**config.mk**
```make
export PLATFORM = sky130hd
export DESIGN_NAME = d_fifo_param
export DESIGN_NICKNAME = d
export VERILOG_FILES = /design/src/rtl/d_fifo_param.sv
export SDC_FILE = /design/constraint.sdc
export NUM_CORES = 1
export LEC_CHECK = 0
export CAP_MARGIN = 20
export CORE_MARGIN = 10
export CORE_UTILIZATION = 40
export DETAILED_ROUTE_END_ITERATION = 7
export GPL_TIMING_DRIVEN = 0
export PLACE_DENSITY = 0.65
export SLEW_MARGIN = 40
export SYNTH_ARGS = -nofsm -noshare
export SYNTH_HDL_FRONTEND = slang
export SYNTH_SLANG_ARGS = --single-unit
```
**constraint.sdc**
```tcl
create_clock -name clock -period 4.4 [get_ports clock]
set_input_delay 0.88 -clock clock [delete_from_list [all_inputs] [get_ports clock]]
set_output_delay 0.88 -clock clock [all_outputs]
set_load 0.01 [all_outputs]
```
**src/rtl/d_fifo_param.sv**
```systemverilog
// Parametrised valid/ready FIFO for CGRA processing-element links.
// Supports first-word-fall-through or registered-read output, occupancy count and almost flags.
module d_fifo_param #(
   parameter int dataWidth        = 32,
   parameter int fifoDepth        = 32,
   parameter int fwft             = 1,
   parameter int almostFullLevel  = 28,
   parameter int almostEmptyLevel = 2
) (
   input  logic                               clock,
   input  logic                               reset,
   input  logic                               flush,
   input  logic [dataWidth-1:0]               din,
   input  logic                               dinValid,
   output logic                               dinReady,
   output logic [dataWidth-1:0]               dout,
   output logic                               doutValid,
   input  logic                               doutReady,
   output logic [$clog2(fifoDepth+1)-1:0]     count,
   output logic                               almostFull,
   output logic                               almostEmpty
);

   localparam int PW = ($clog2(fifoDepth) > 1) ? $clog2(fifoDepth) : 1;
   localparam int CW = $clog2(fifoDepth + 1);

   logic [dataWidth-1:0] mem [fifoDepth];

   logic [PW-1:0] wr_ptr_reg;
   logic [PW-1:0] wr_ptr_next;
   logic [PW-1:0] rd_ptr_reg;
   logic [PW-1:0] rd_ptr_next;
   logic [CW-1:0] count_reg;
   logic [CW-1:0] count_next;

   logic full;
   logic empty;
   logic wr_en;
   logic rd_en;

   assign full  = (count_reg == CW'(fifoDepth));
   assign empty = (count_reg == '0);

   // Acceptance is decided purely from registered occupancy, so a full FIFO
   // refuses a write even when a read is accepted in the same cycle.
   assign wr_en = dinValid && !full;
   assign rd_en = doutReady && !empty;

   assign dinReady    = !full;
   assign count       = count_reg;
   assign almostFull  = (count_reg >= CW'(almostFullLevel));
   assign almostEmpty = (count_reg <= CW'(almostEmptyLevel));

   always_comb begin
      wr_ptr_next = wr_ptr_reg;
      rd_ptr_next = rd_ptr_reg;
      count_next  = count_reg;
      if (flush) begin
         wr_ptr_next = '0;
         rd_ptr_next = '0;
         count_next  = '0;
      end else begin
         if (wr_en) begin
            wr_ptr_next = (wr_ptr_reg == PW'(fifoDepth - 1)) ? '0 : wr_ptr_reg + 1'b1;
         end
         if (rd_en) begin
            rd_ptr_next = (rd_ptr_reg == PW'(fifoDepth - 1)) ? '0 : rd_ptr_reg + 1'b1;
         end
         if (wr_en && !rd_en) begin
            count_next = count_reg + 1'b1;
         end else if (rd_en && !wr_en) begin
            count_next = count_reg - 1'b1;
         end
      end
   end

   always_ff @(posedge clock or negedge reset) begin
      if (!reset) begin
         wr_ptr_reg <= '0;
         rd_ptr_reg <= '0;
         count_reg  <= '0;
      end else begin
         wr_ptr_reg <= wr_ptr_next;
         rd_ptr_reg <= rd_ptr_next;
         count_reg  <= count_next;
      end
   end

   // Storage is never reset or cleared; occupancy alone defines valid contents.
   always_ff @(posedge clock) begin
      if (wr_en && !flush) begin
         mem[wr_ptr_reg] <= din;
      end
   end

   generate
      if (fwft != 0) begin : g_fwft
         assign doutValid = !empty;
         assign dout      = doutValid ? mem[rd_ptr_reg] : '0;
      end else begin : g_regread
         logic [dataWidth-1:0] dout_reg;
         logic                 dout_valid_reg;

         // doutValid is a one-cycle pulse per accepted read; dout holds between reads.
         always_ff @(posedge clock or negedge reset) begin
            if (!reset) begin
               dout_reg       <= '0;
               dout_valid_reg <= 1'b0;
            end else if (flush) begin
               dout_valid_reg <= 1'b0;
            end else if (rd_en) begin
               dout_reg       <= mem[rd_ptr_reg];
               dout_valid_reg <= 1'b1;
            end else begin
               dout_valid_reg <= 1'b0;
            end
         end

         assign dout      = dout_reg;
         assign doutValid = dout_valid_reg;
      end
   endgenerate

endmodule

```
Word-level counts from Yosys, hierarchy flattened
Memory sizes are Yosys's and may differ from the RTL's.
Index checks and enable logic that the tools add are counted.
- muxes and demuxes: 12
- $add $sub $neg: 4
- shift-type cells: 0
- equality and inequality tests: 3
- multipliers: 0
- reduce and logical (&&, ||, !) cells: 14
- bitwise logic cells: 0
- div/mod/pow operators: 0
- order comparisons: 2
- operator list (kind ; number):
    $mux 32 ; 1
    $mux 5 ; 6
    $mux 6 ; 3
    $add 5x1->5 const B ; 2
    $eq 5x5->1 const B ; 2
    $add 6x1->6 const B ; 1
    $eq 6x6->1 const B ; 1
    $ge 6x5->1 const B ; 1
    $le 6x2->1 const B ; 1
    $logic_not 6->1 ; 1
    $sub 6x1->6 const B ; 1
    $logic_and 1x1->1 ; 5
    $logic_not 1->1 ; 5
    $reduce_bool 2->1 ; 2
    $reduce_bool 3->1 ; 1
    $mux 1 ; 2
- output and inout bits: 42
- bits in registers: 16
- bits in read-only memories: 0
- RAM bits: 1024
- bits of input ports: 37
- logic and storage cells: 39
- memories: 1
- latch bits: 0
- memory list (memory ; words ; width ; rd ports ; clocked after memory_dff ; wr ports ; RTL line ; RTL):
    mem ; 32 ; 32 ; 1 ; 0 ; 1 ; 27 ; logic [dataWidth-1:0] mem [fifoDepth];

Logic depth before layout (Yosys ltp)
Gate-level depths: netlist (run 1).
- depth in word-level cells: 8
- depth in mapped cells: 11
- mapped depth without buffers: 10

Least setup slack after synthesis (run 1)
OpenSTA, ideal clock, no wires.
- path type: input to register
- from: input port dinValid
- to: memory mem[29][0], enable pin
- stages on the path: 6
- data required time: 3.979 ns
- setup slack: 0.889 ns
- library setup time: 0.421 ns
- arrival time: 3.089 ns
- buffers on the path: 1
- cells stage by stage: inv_1 > a31o_1 > clkbuf_1 > nor2_1 > nand2_1 > nor2_1
- cells in the longest elaborated chain, start to end: 4
- ends and longest elaborated chain (what ; RTL line ; RTL):
    start, declared ; 14 ; input logic dinValid,
    $logic_and 1x1->1 ; 46 ; assign wr_en = dinValid && !full;
    $logic_and 1x1->1 ; 91 ; if (wr_en && !flush) begin
    $mux 1 ; 91 ;
    $mux 1 (not written as such) ; 92 ; mem[wr_ptr_reg] <= din;
    end, declared ; 27 ;
No other way between the ends.

Worst setup path in the final report (run 1)
- from: register rd_ptr_reg[0]
- to: output port dout[20]
- cells in the longest elaborated chain, start to end: 2
- ends and longest elaborated chain (what ; RTL line ; RTL):
    start, declared ; 31 ; logic [PW-1:0] rd_ptr_reg;
    start signal, assigned ; 84 ; rd_ptr_reg <= rd_ptr_next;
    $mem_v2 32x32 ; -- ;
    $mux 32 ; 99 ; assign dout = doutValid ? mem[rd_ptr_reg] : '0;
    end, declared ; 16 ; output logic [dataWidth-1:0] dout,
No other way between the ends.

==> results of run 1 <==
[metal layers]
layer  track usage  vias up  wire length (µm)
met3        0.0335      182              7510
met5             0        -                 0
met4        0.0602        0              3120
met2         0.284      857             48900
met1         0.225    10400             38500
li1              -     8157                 -
[synth_stat cells (5+ instances only)]
cell type  count
buf_1         16
dfrtp_1       16
mux2_2        65
mux2i_1       68
clkbuf_1      59
nand3_1        9
nand2_1        8
edfxtp_1    1024
buf_2         26
o21ai_0        5
a21oi_1       76
nor2_1       110
ha_1          11
inv_1          6
o22ai_1       32
mux4_2       256
[worst min path at each step]
stage                                    from                         to  slack (ns)  cells after the start
floorplan           wr_ptr_reg[3]$_DFFE_PN0P_  wr_ptr_reg[3]$_DFFE_PN0P_        0.50                      2
global placement    wr_ptr_reg[3]$_DFFE_PN0P_  wr_ptr_reg[3]$_DFFE_PN0P_        0.52                      2
detailed placement  wr_ptr_reg[3]$_DFFE_PN0P_  wr_ptr_reg[3]$_DFFE_PN0P_        0.56                      2
CTS                 wr_ptr_reg[3]$_DFFE_PN0P_  wr_ptr_reg[3]$_DFFE_PN0P_        0.57                      2
global route                            reset       count[4]$_DFFE_PN0P_        0.17                      1
finish                                  reset       count[4]$_DFFE_PN0P_        0.15                      1
[placed cells by master (no fill, tap or decap), types with 7 or more instances in the layout]
cell             count
nand2_1              7
clkinv_1            24
clkinv_2            18
a21oi_1             75
clkbuf_16          102
dfrtp_1             15
buf_6               13
clkbuf_2            20
buf_16              41
mux4_2             256
buf_4               20
nor2_1              78
buf_2               43
buf_8               25
nand3_1              9
clkdlybuf4s50_1     44
bufinv_16           12
o22ai_1             30
nor2_4              32
clkbuf_4            17
mux2_2              65
edfxtp_1          1024
clkbuf_1            36
mux2i_1             68
ha_1                11
[kinds of logic after synthesis]
family / Yosys count
fa+ha+maj: 12
flops: 1040
simple gates: 149
xor+xnor: 4
compound gates: 124
buf+inv: 107
mux: 390
[area by class of cell]
type,instances,area share
inverter,6,0.000471
tap,1298,0.0339
sequential,1040,0.651
timing repair buffer,144,0.0439
multi-input combinational,679,0.188
buffer,98,0.0144
clock inverter,61,0.0129
clock buffer,124,0.0551
[power by group]
part | switching (W) | internal (W) | total [W]
registers | 0.0000720 | 0.0110 | 0.0110
logic | 0.00238 | 0.00225 | 0.00463
clock network | 0.00361 | 0.00495 | 0.00856
[per-stage QoR]
stage          hold WS (ns)  setup TNS [ns]  std cells
2_1_floorplan         0.505               0       1826
3_3_place_gp          0.522        -1585.77       3201
3_5_place_dp          0.558           -7.43       3267
4_1_cts               0.567               0       3450
5_1_grt               0.173       -0.000675       3450
6_report              0.155               0       3450
[repair_timing]
item,CTS,global route
buffers inserted,0,1
hold buffers,0,0
resized for setup,103,19
hold endpoints to repair,0,0
endpoints found under the setup margin,32,11
==> metrics.csv, run 1 <==
stage,metric,value,unit
run_status,outcome,"complete, no violations",
setup_path,cpLargestDelayFamily,buffers and inverters,
setup_path,crit_chain,"clkbuf_8, buf_4, mux4_2, mux2i_1, nor2_1, a21oi_1, o22ai_1, clkdlybuf4s50_1",
timing,fin_crit,4.36,ns
detailed_routing,ant_nets,0,
global_routing,antenna_found_initial,0,
die,die_w,338,µm
detailed_routing,drtIter0Drc,2200,
timing,finClkSkew,0.0211,ns
detailed_routing,firstDrtPassIters,6,
cts,h-tree-depth,3,
layout,fill_cells,7864,
setup_path,critPathBufInv,3,
setup_path,slowest_delay,0.53,ns
power_and_ir_drop,total_power,0.0242,W
timing,max_freq,0.229,GHz
synth,synth_area,40300,µm²
layout,area_delta_synth_final,18.7,%
cts,clkTransAtPathRegs,0.06,ns
min_path,worst_hold_path_type,in -> async,
layout,layout.area.seq,31200,µm²
synth,synth_top_family_by_area,multiplexers,
global_routing,grt_max_degree,33,
synth,synth-edff-count,1024,
setup_path,worstReg2RegEnd,count[5]$_DFFE_PN0P_,
detailed_routing,wl_per_cell,28.4,µm
layout,drive_gt1_frac,0.320,
setup_path,critical_path_arrival,3.48,ns
detailed_routing,via_per_inst,5.67,
die,io_pins,79,
synth,synth_adder_area_share,0.00391,
timing,worstMarginPinSlew,0.829,ns
timing,relSlewSlack,0.446,
synth,yosysUniqueCellTypes,40,
synth,synth_top_flop_cell,edfxtp_1,
setup_path,startpoint,rd_ptr_reg[0]$_DFFE_PN0P_,
placed_design,place_ws,-0.430,ns
setup_path,r2r_start,count[4]$_DFFE_PN0P_,
cts,clockRootBuffer,clkbuf_16,
synth,synth_area_leaders,"edfxtp_1 (76%), mux4_2 (14%), mux2_2 (1.8%)",
global_routing,grt_pass1_vias,20400,
cts,cts_buffers,102,
synth,yosys_register_bits,1040,
detailed_routing,drcViolationCount,0,
power_and_ir_drop,leakage,14.8,nW
die,coreArea,100000,µm²
timing,drv_slew,0,
setup_path,crit_cells,8,
synth,synth_mux_area_frac,0.178,
global_routing,track_usage,0.172,
synth,synth_cells,1826,
setup_path,crit_path_start_kind,flip-flop,
placed_design,dp_hpwl,67400,µm
synth,async_reset_ff_frac,0.0154,
run,drv_cap,0,
synth,synth_top_area_cell,edfxtp_1,
timing,fin_crit_sh,0.992,
synth,synth-warning-count,0,
die,placementRows,116,
die,start_util,0.403,
setup_path,crit_type,reg -> out,
power_and_ir_drop,power_density,506,nW/µm²
timing,hold_viol_final,0,
layout,multi_input_area,9010,µm²
setup_path,endpoint,dout[20],
setup_path,worstPathRequired,3.52,ns
die,die_area,114000,µm²
synth,synth_area_per_cell,22.1,µm²
synth,synth_compound_area_frac,0.0173,
cts,clock_latency,0.66,ns
layout,fin_area,47900,µm²
synth,synthXorXnorAreaFrac,0.00105,
detailed_routing,num_vias,19600,
cts,cts_tree,done,
cts,cts_sinks,1040,
synth,synth.top_cell.area_share,0.763,
global_routing,grt_pass1_wl,141000,µm
setup_path,r2r_slack,0.92,ns
layout,utilization,0.479,
layout,n_antenna_cell,0,
timing,finalSetupViolCount,0,
setup_path,r2r_cells,9,
placed_design,place.gp.congestion,0.773,
timing,layout_setup_ws,0.0359,ns
global_routing,overflow,0,
layout,fin_nets,2120,
cts,ctsLongestPathBuffers,3,
die,die_h,338,µm
power_and_ir_drop,peakVddDrop,0.347,mV
synth,seq_area_frac_synth,0.772,
setup_path,cp-end-kind,output pin,
setup_path,critPathSlowestCell,mux4_2,
placed_design,io_buffers,77,
placed_design,place_area,44400,µm²
layout,largest_reg_flops,1024,
detailed_routing,wl,98000,µm
synth,syn-num-nets,1875,
synth,yosys.area_share.simple,0.0161,
setup_path,cp_max_fo,10,
No activity file was read; power rests on OpenSTA's default activity.
==> inputs of run 2 (changes only) <==
- SKIP_CTS_REPAIR_TIMING: not set -> 1
==> metrics.csv, run 2 (synthesized netlist as in run 1, its figures left out) <==
stage,metric,value,unit,change
cts,cts_tree,done,,
layout,utilization,0.478,,about the same
timing,hold_ws,0.164,ns,+0.00946 ns
setup_path,r2r_start,count[4]$_DFFE_PN0P_,,
layout,layout.area.seq,31200,µm²,unchanged
setup_path,cp-end-kind,output pin,,
detailed_routing,wl,97900,µm,-0.12%
die,coreArea,100000,µm²,unchanged
die,io_pins,79,,unchanged
detailed_routing,wl_per_cell,28.4,µm,-0.12%
timing,fin_crit,4.34,ns,-0.0207 ns
timing,hold_viol_final,0,,unchanged
placed_design,place.gp.congestion,0.773,,unchanged
die,die_area,114000,µm²,unchanged
layout,multi_input_area,9000,µm²,about the same
placed_design,post-place-cells,3267,,unchanged
layout,fin_nets,2119,,-0.047%
detailed_routing,ant_nets,0,,unchanged
setup_path,crit_type,reg -> out,,
global_routing,grt_pass1_vias,20400,,+0.0049%
timing,fin_crit_sh,0.987,,-0.00470
layout,final_cells,3450,,unchanged
detailed_routing,via_per_inst,5.67,,about the same
die,start_util,0.403,,unchanged
power_and_ir_drop,leakage,14.7,nW,-0.14%
layout,area_delta_synth_final,18.6,%,about the same
timing,drv_slew,0,,unchanged
cts,cts_sinks,1040,,unchanged
run_status,outcome,"complete, no violations",,
layout,layout_commonest_cell,edfxtp_1,,
min_path,worst_hold_path_type,in -> async,,
power_and_ir_drop,total_power,0.0242,W,about the same
power_and_ir_drop,peakVddDrop,0.346,mV,-0.28%
global_routing,grt_pass1_wl,141000,µm,-0.11%
placed_design,dp_hpwl,67400,µm,unchanged
setup_path,cp_max_fo,10,,unchanged
cts,clock_latency,0.66,ns,about the same
detailed_routing,num_vias,19600,,-0.010%
detailed_routing,drtIter0Drc,2235,,+1.6%
global_routing,track_usage,0.172,,about the same
cts,h-tree-depth,3,,unchanged
cts,cts_buffers,102,,unchanged
timing,finalSetupViolCount,0,,unchanged
die,die_h,338,µm,unchanged
layout,drive_gt1_frac,0.319,,-0.00125
detailed_routing,firstDrtPassIters,5,,-1
detailed_routing,drcViolationCount,0,,unchanged
global_routing,antenna_found_initial,0,,unchanged
setup_path,worstPathRequired,3.52,ns,about the same
setup_path,startpoint,rd_ptr_reg[0]$_DFFE_PN0P_,,
global_routing,grt_max_degree,33,,unchanged
die,die_w,338,µm,unchanged
power_and_ir_drop,power_density,506,nW/µm²,about the same
cts,clkTransAtPathRegs,0.06,ns,about the same
timing,finClkSkew,0.0226,ns,+0.00142 ns
timing,relSlewSlack,0.455,,+0.00872
layout,largest_reg_flops,1024,,unchanged
timing,worstMarginPinSlew,0.816,ns,-0.0131 ns
run,drv_cap,0,,unchanged
setup_path,critical_path_arrival,3.46,ns,-0.02 ns
layout,fill_cells,7862,,-0.025%
global_routing,overflow,0,,unchanged
placed_design,io_buffers,77,,unchanged
layout,final_cell_mix,"edfxtp_1 (1024), mux4_2 (256), clkbuf_16 (102), nor2_1 (78), a21oi_1 (76)",,
timing,max_freq,0.230,GHz,+0.48%
setup_path,crit_path_start_kind,flip-flop,,
cts,clockRootBuffer,clkbuf_16,,
die,placementRows,116,,unchanged
cts,ctsLongestPathBuffers,3,,unchanged
run 2: cell types whose count changed in the layout (fill, tap and decap cells not counted), moves of 2 or more:
cell      change
clkbuf_4     +16
buf_4         -9
buf_2         -4
clkbuf_8      -3
buf_6         +2
clkbuf_2      -2
run 2: worst paths after layout:
check	end	slack [ns]	depth (start not counted)
worst max-delay path	dout[19]	0.06	7
worst min-delay path	count[4]$_DFFE_PN0P_	0.16	1
worst max register to register	count[5]$_DFFE_PN0P_	0.93	9
worst min register to register	wr_ptr_reg[3]$_DFFE_PN0P_	0.60	2
max in group asynchronous	rd_ptr_reg[0]$_DFFE_PN0P_	3.91	1
min in group clock	wr_ptr_reg[3]$_DFFE_PN0P_	0.60	2
run 2: worst max-delay path, stage by stage, from the launching register on:
cell	delay, ns
dfrtp_2	0.50
buf_6	0.24
buf_6	0.26
mux4_2	0.53
mux2_2	0.29
a21oi_1	0.25
o22ai_1	0.20
clkdlybuf4s50_1	0.52
run 2: metal layers:
| layer | routed length (µm) | up-vias | track usage |
|---|---|---|---|
| met4 | 2890 | 0 | 0.0614 |
| met5 | 0 | - | 0 |
| li1 | - | 8155 | - |
| met3 | 7100 | 177 | 0.0325 |
| met1 | 38800 | 10400 | 0.225 |
| met2 | 49100 | 852 | 0.284 |
run 2: per-stage QoR:
step / TNS, ns / area (µm²) / setup slack [ns]
4_1_cts: -29.93 / 47700 / -1.13
6_report: 0 / 47800 / 0.0566
3_3_place_gp: -1585.77 / 42700 / -1.81
3_5_place_dp: -7.43 / 44400 / -0.430
2_1_floorplan: 0 / 40300 / 0.889
5_1_grt: -0.00131 / 47800 / -0.00131
run 2: final cells by class:
cell class	instances	area share
Antenna cell	1	0.0000523
Timing Repair Buffer	143	0.0438
Sequential cell	1040	0.651
Multi-Input combinational cell	679	0.188
Clock inverter	61	0.0129
Buffer	98	0.0142
Inverter	6	0.000471
Clock buffer	124	0.0551
Tap cell	1298	0.0340
run 2: report_power, final:
group | switching [W] | internal [W]
logic | 0.00238 | 0.00224
registers | 0.0000718 | 0.0110
clock network | 0.00361 | 0.00495
==> inputs of run 3 (changes only) <==
- CAP_MARGIN: 20 -> 25
- CTS_BUF_LIST: not set -> sky130_fd_sc_hd__clkbuf_4 sky130_fd_sc_hd__clkbuf_8
==> metrics.csv, run 3 (synthesized netlist as in run 1, its figures left out) <==
stage,metric,value,unit,change
run_status,outcome,"complete, no violations",,
timing,finalSetupViolCount,0,,unchanged
timing,max_freq,0.229,GHz,-0.67%
setup_path,critPathSlowestCell,mux4_2,,
placed_design,io_buffers,77,,unchanged
timing,hold_viol_final,0,,unchanged
timing,worstMarginPinSlew,0.865,ns,+0.0488 ns
die,placementRows,116,,unchanged
min_path,worst_hold_path_type,in -> async,,
global_routing,overflow,0,,unchanged
layout,fill_cells,7880,,+0.23%
die,die_area,114000,µm²,unchanged
layout,largest_reg_flops,1024,,unchanged
placed_design,dp_hpwl,67400,µm,unchanged
detailed_routing,wl_per_cell,27.6,µm,-2.6%
setup_path,critPathBufInv,3,,unchanged
timing,relSlewSlack,0.423,,-0.0312
timing,drv_slew,0,,unchanged
setup_path,slowest_delay,0.53,ns,about the same
die,start_util,0.403,,unchanged
power_and_ir_drop,peakVddDrop,0.325,mV,-6.1%
layout,final_cell_mix,"edfxtp_1 (1024), mux4_2 (256), clkbuf_8 (165), nor2_1 (78), a21oi_1 (71)",,
setup_path,path_common_cell,buf_6,,
global_routing,antenna_found_initial,2,,+2
cts,clock_latency,0.81,ns,+0.15 ns
setup_path,worstPathRequired,3.52,ns,about the same
layout,multi_input_area,9040,µm²,+0.42%
timing,layout_setup_ws,0.0274,ns,-0.0292 ns
timing,rsz0062_at_grt,true,,
placed_design,post-place-cells,3267,,unchanged
layout,final_cells,3561,,+3.2%
layout,drive_gt1_frac,0.361,,+0.0423
cts,cts_tree,done,,
layout,layout_commonest_cell,edfxtp_1,,
power_and_ir_drop,power_density,495,nW/µm²,-2.3%
detailed_routing,drtIter0Drc,2344,,+4.9%
setup_path,cpLargestDelayFamily,buffers and inverters,,
timing,fin_crit_sh,0.994,,+0.00663
setup_path,cp-end-kind,output pin,,
detailed_routing,drcViolationCount,0,,unchanged
die,io_pins,79,,unchanged
cts,h-tree-depth,4,,+1
placed_design,place.gp.congestion,0.773,,unchanged
timing,fin_crit,4.37,ns,+0.0292 ns
global_routing,grt_pass1_wl,142000,µm,+0.75%
cts,clkTransAtPathRegs,0.06,ns,about the same
layout,utilization,0.480,,+0.00146
die,die_h,338,µm,unchanged
global_routing,grt_max_degree,33,,unchanged
global_routing,track_usage,0.174,,+0.00202
setup_path,crit_path_start_kind,flip-flop,,
power_and_ir_drop,leakage,14.9,nW,+1.3%
die,coreArea,100000,µm²,unchanged
die,die_w,338,µm,unchanged
cts,cts_buffers,163,,+60%
timing,hold_ws,0.0306,ns,-0.134 ns
setup_path,crit_type,reg -> out,,
cts,cts_sinks,1040,,unchanged
setup_path,crit_chain,"buf_6, buf_6, mux4_2, mux2i_1, nor2_1, a21oi_1, o22ai_1, clkdlybuf4s50_1",,
detailed_routing,firstDrtPassIters,5,,unchanged
global_routing,grt_pass1_vias,20800,,+2.2%
detailed_routing,wl,98400,µm,+0.53%
run,drv_cap,0,,unchanged
layout,fin_nets,2183,,+3.0%
cts,clockRootBuffer,clkbuf_8,,
timing,finClkSkew,0.0352,ns,+0.0127 ns
layout,area_delta_synth_final,19.0,%,
detailed_routing,via_per_inst,5.59,,-1.5%
setup_path,cp_max_fo,10,,unchanged
detailed_routing,ant_nets,0,,unchanged
placed_design,place_ws,-0.430,ns,unchanged
detailed_routing,num_vias,19900,,+1.7%
layout,layout.area.seq,31200,µm²,unchanged
setup_path,critical_path_arrival,3.49,ns,+0.03 ns
cts,ctsLongestPathBuffers,3,,unchanged
run 3: cell count changes in the layout (fill, tap and decap cells not counted), sizes merged:
cell,delta
bufinv,-8
clkinvlp,+2
buf,+23
clkdlybuf4s50,-1
dlymetal6s2s,+1
clkbuf,+71
inv,+5
clkinv,+18
run 3: where the power goes:
part           leakage (nW)  switching (W)  internal, W
clock                  1.67        0.00372      0.00418
sequential             9.43      0.0000716       0.0110
combinational          3.83        0.00241      0.00237
total                  14.9        0.00620       0.0175
run 3: stage by stage:
step	TNS (ns)	instance area (µm²)	total power, W
2_1_floorplan	0	40300	0.0141
5_1_grt	-0.123	48000	0.0247
3_3_place_gp	-1585.77	42700	0.0157
6_report	0	48000	0.0237
4_1_cts	-35.36	47600	0.0237
3_5_place_dp	-7.43	44400	0.0158
run 3: layer usage:
metal | vias to the layer above | GRT usage | share of wire
met5 | - | 0 | 0
met4 | 0 | 0.0698 | 0.028
met3 | 171 | 0.0397 | 0.074
met2 | 869 | 0.282 | 0.50
met1 | 10600 | 0.225 | 0.40
li1 | 8301 | - | -
run 3: worst paths after layout:
| check | slack (ns) | start | endpoint | depth (start not counted) |
|---|---|---|---|---|
| max | 0.03 | rd_ptr_reg[0]$_DFFE_PN0P_ | dout[20] | 8 |
| min | 0.03 | reset | count[5]$_DFFE_PN0P_ | 1 |
| max reg2reg | 0.92 | count[4]$_DFFE_PN0P_ | count[5]$_DFFE_PN0P_ | 9 |
| min reg2reg | 0.60 | wr_ptr_reg[3]$_DFFE_PN0P_ | wr_ptr_reg[3]$_DFFE_PN0P_ | 2 |
| max in group asynchronous | 4.04 | reset | rd_ptr_reg[0]$_DFFE_PN0P_ | 1 |
| min in group clock | 0.56 | din[12] | mem[18][12]$_DFFE_PP_ | 1 |
run 3: final cells by class:
class	instances	share of cell area
sequential	1040	0.649
multi-input combinational	679	0.188
clock buffer	215	0.0552
timing repair buffer	146	0.0442
tap	1298	0.0338
buffer	98	0.0179
clock inverter	78	0.0107
inverter	6	0.000469
antenna	1	0.0000522
run 3: worst reg2reg max path, delay by kind of cell (launching register included):
kind                     cells  cell delay [ns]
AO/OA/AOI/OAI                4             1.03
flip-flops                   1             0.45
multiplexers                 2             0.66
adder cells (fa/ha/maj)      1             0.37
AND/OR/NAND/NOR              2             0.87
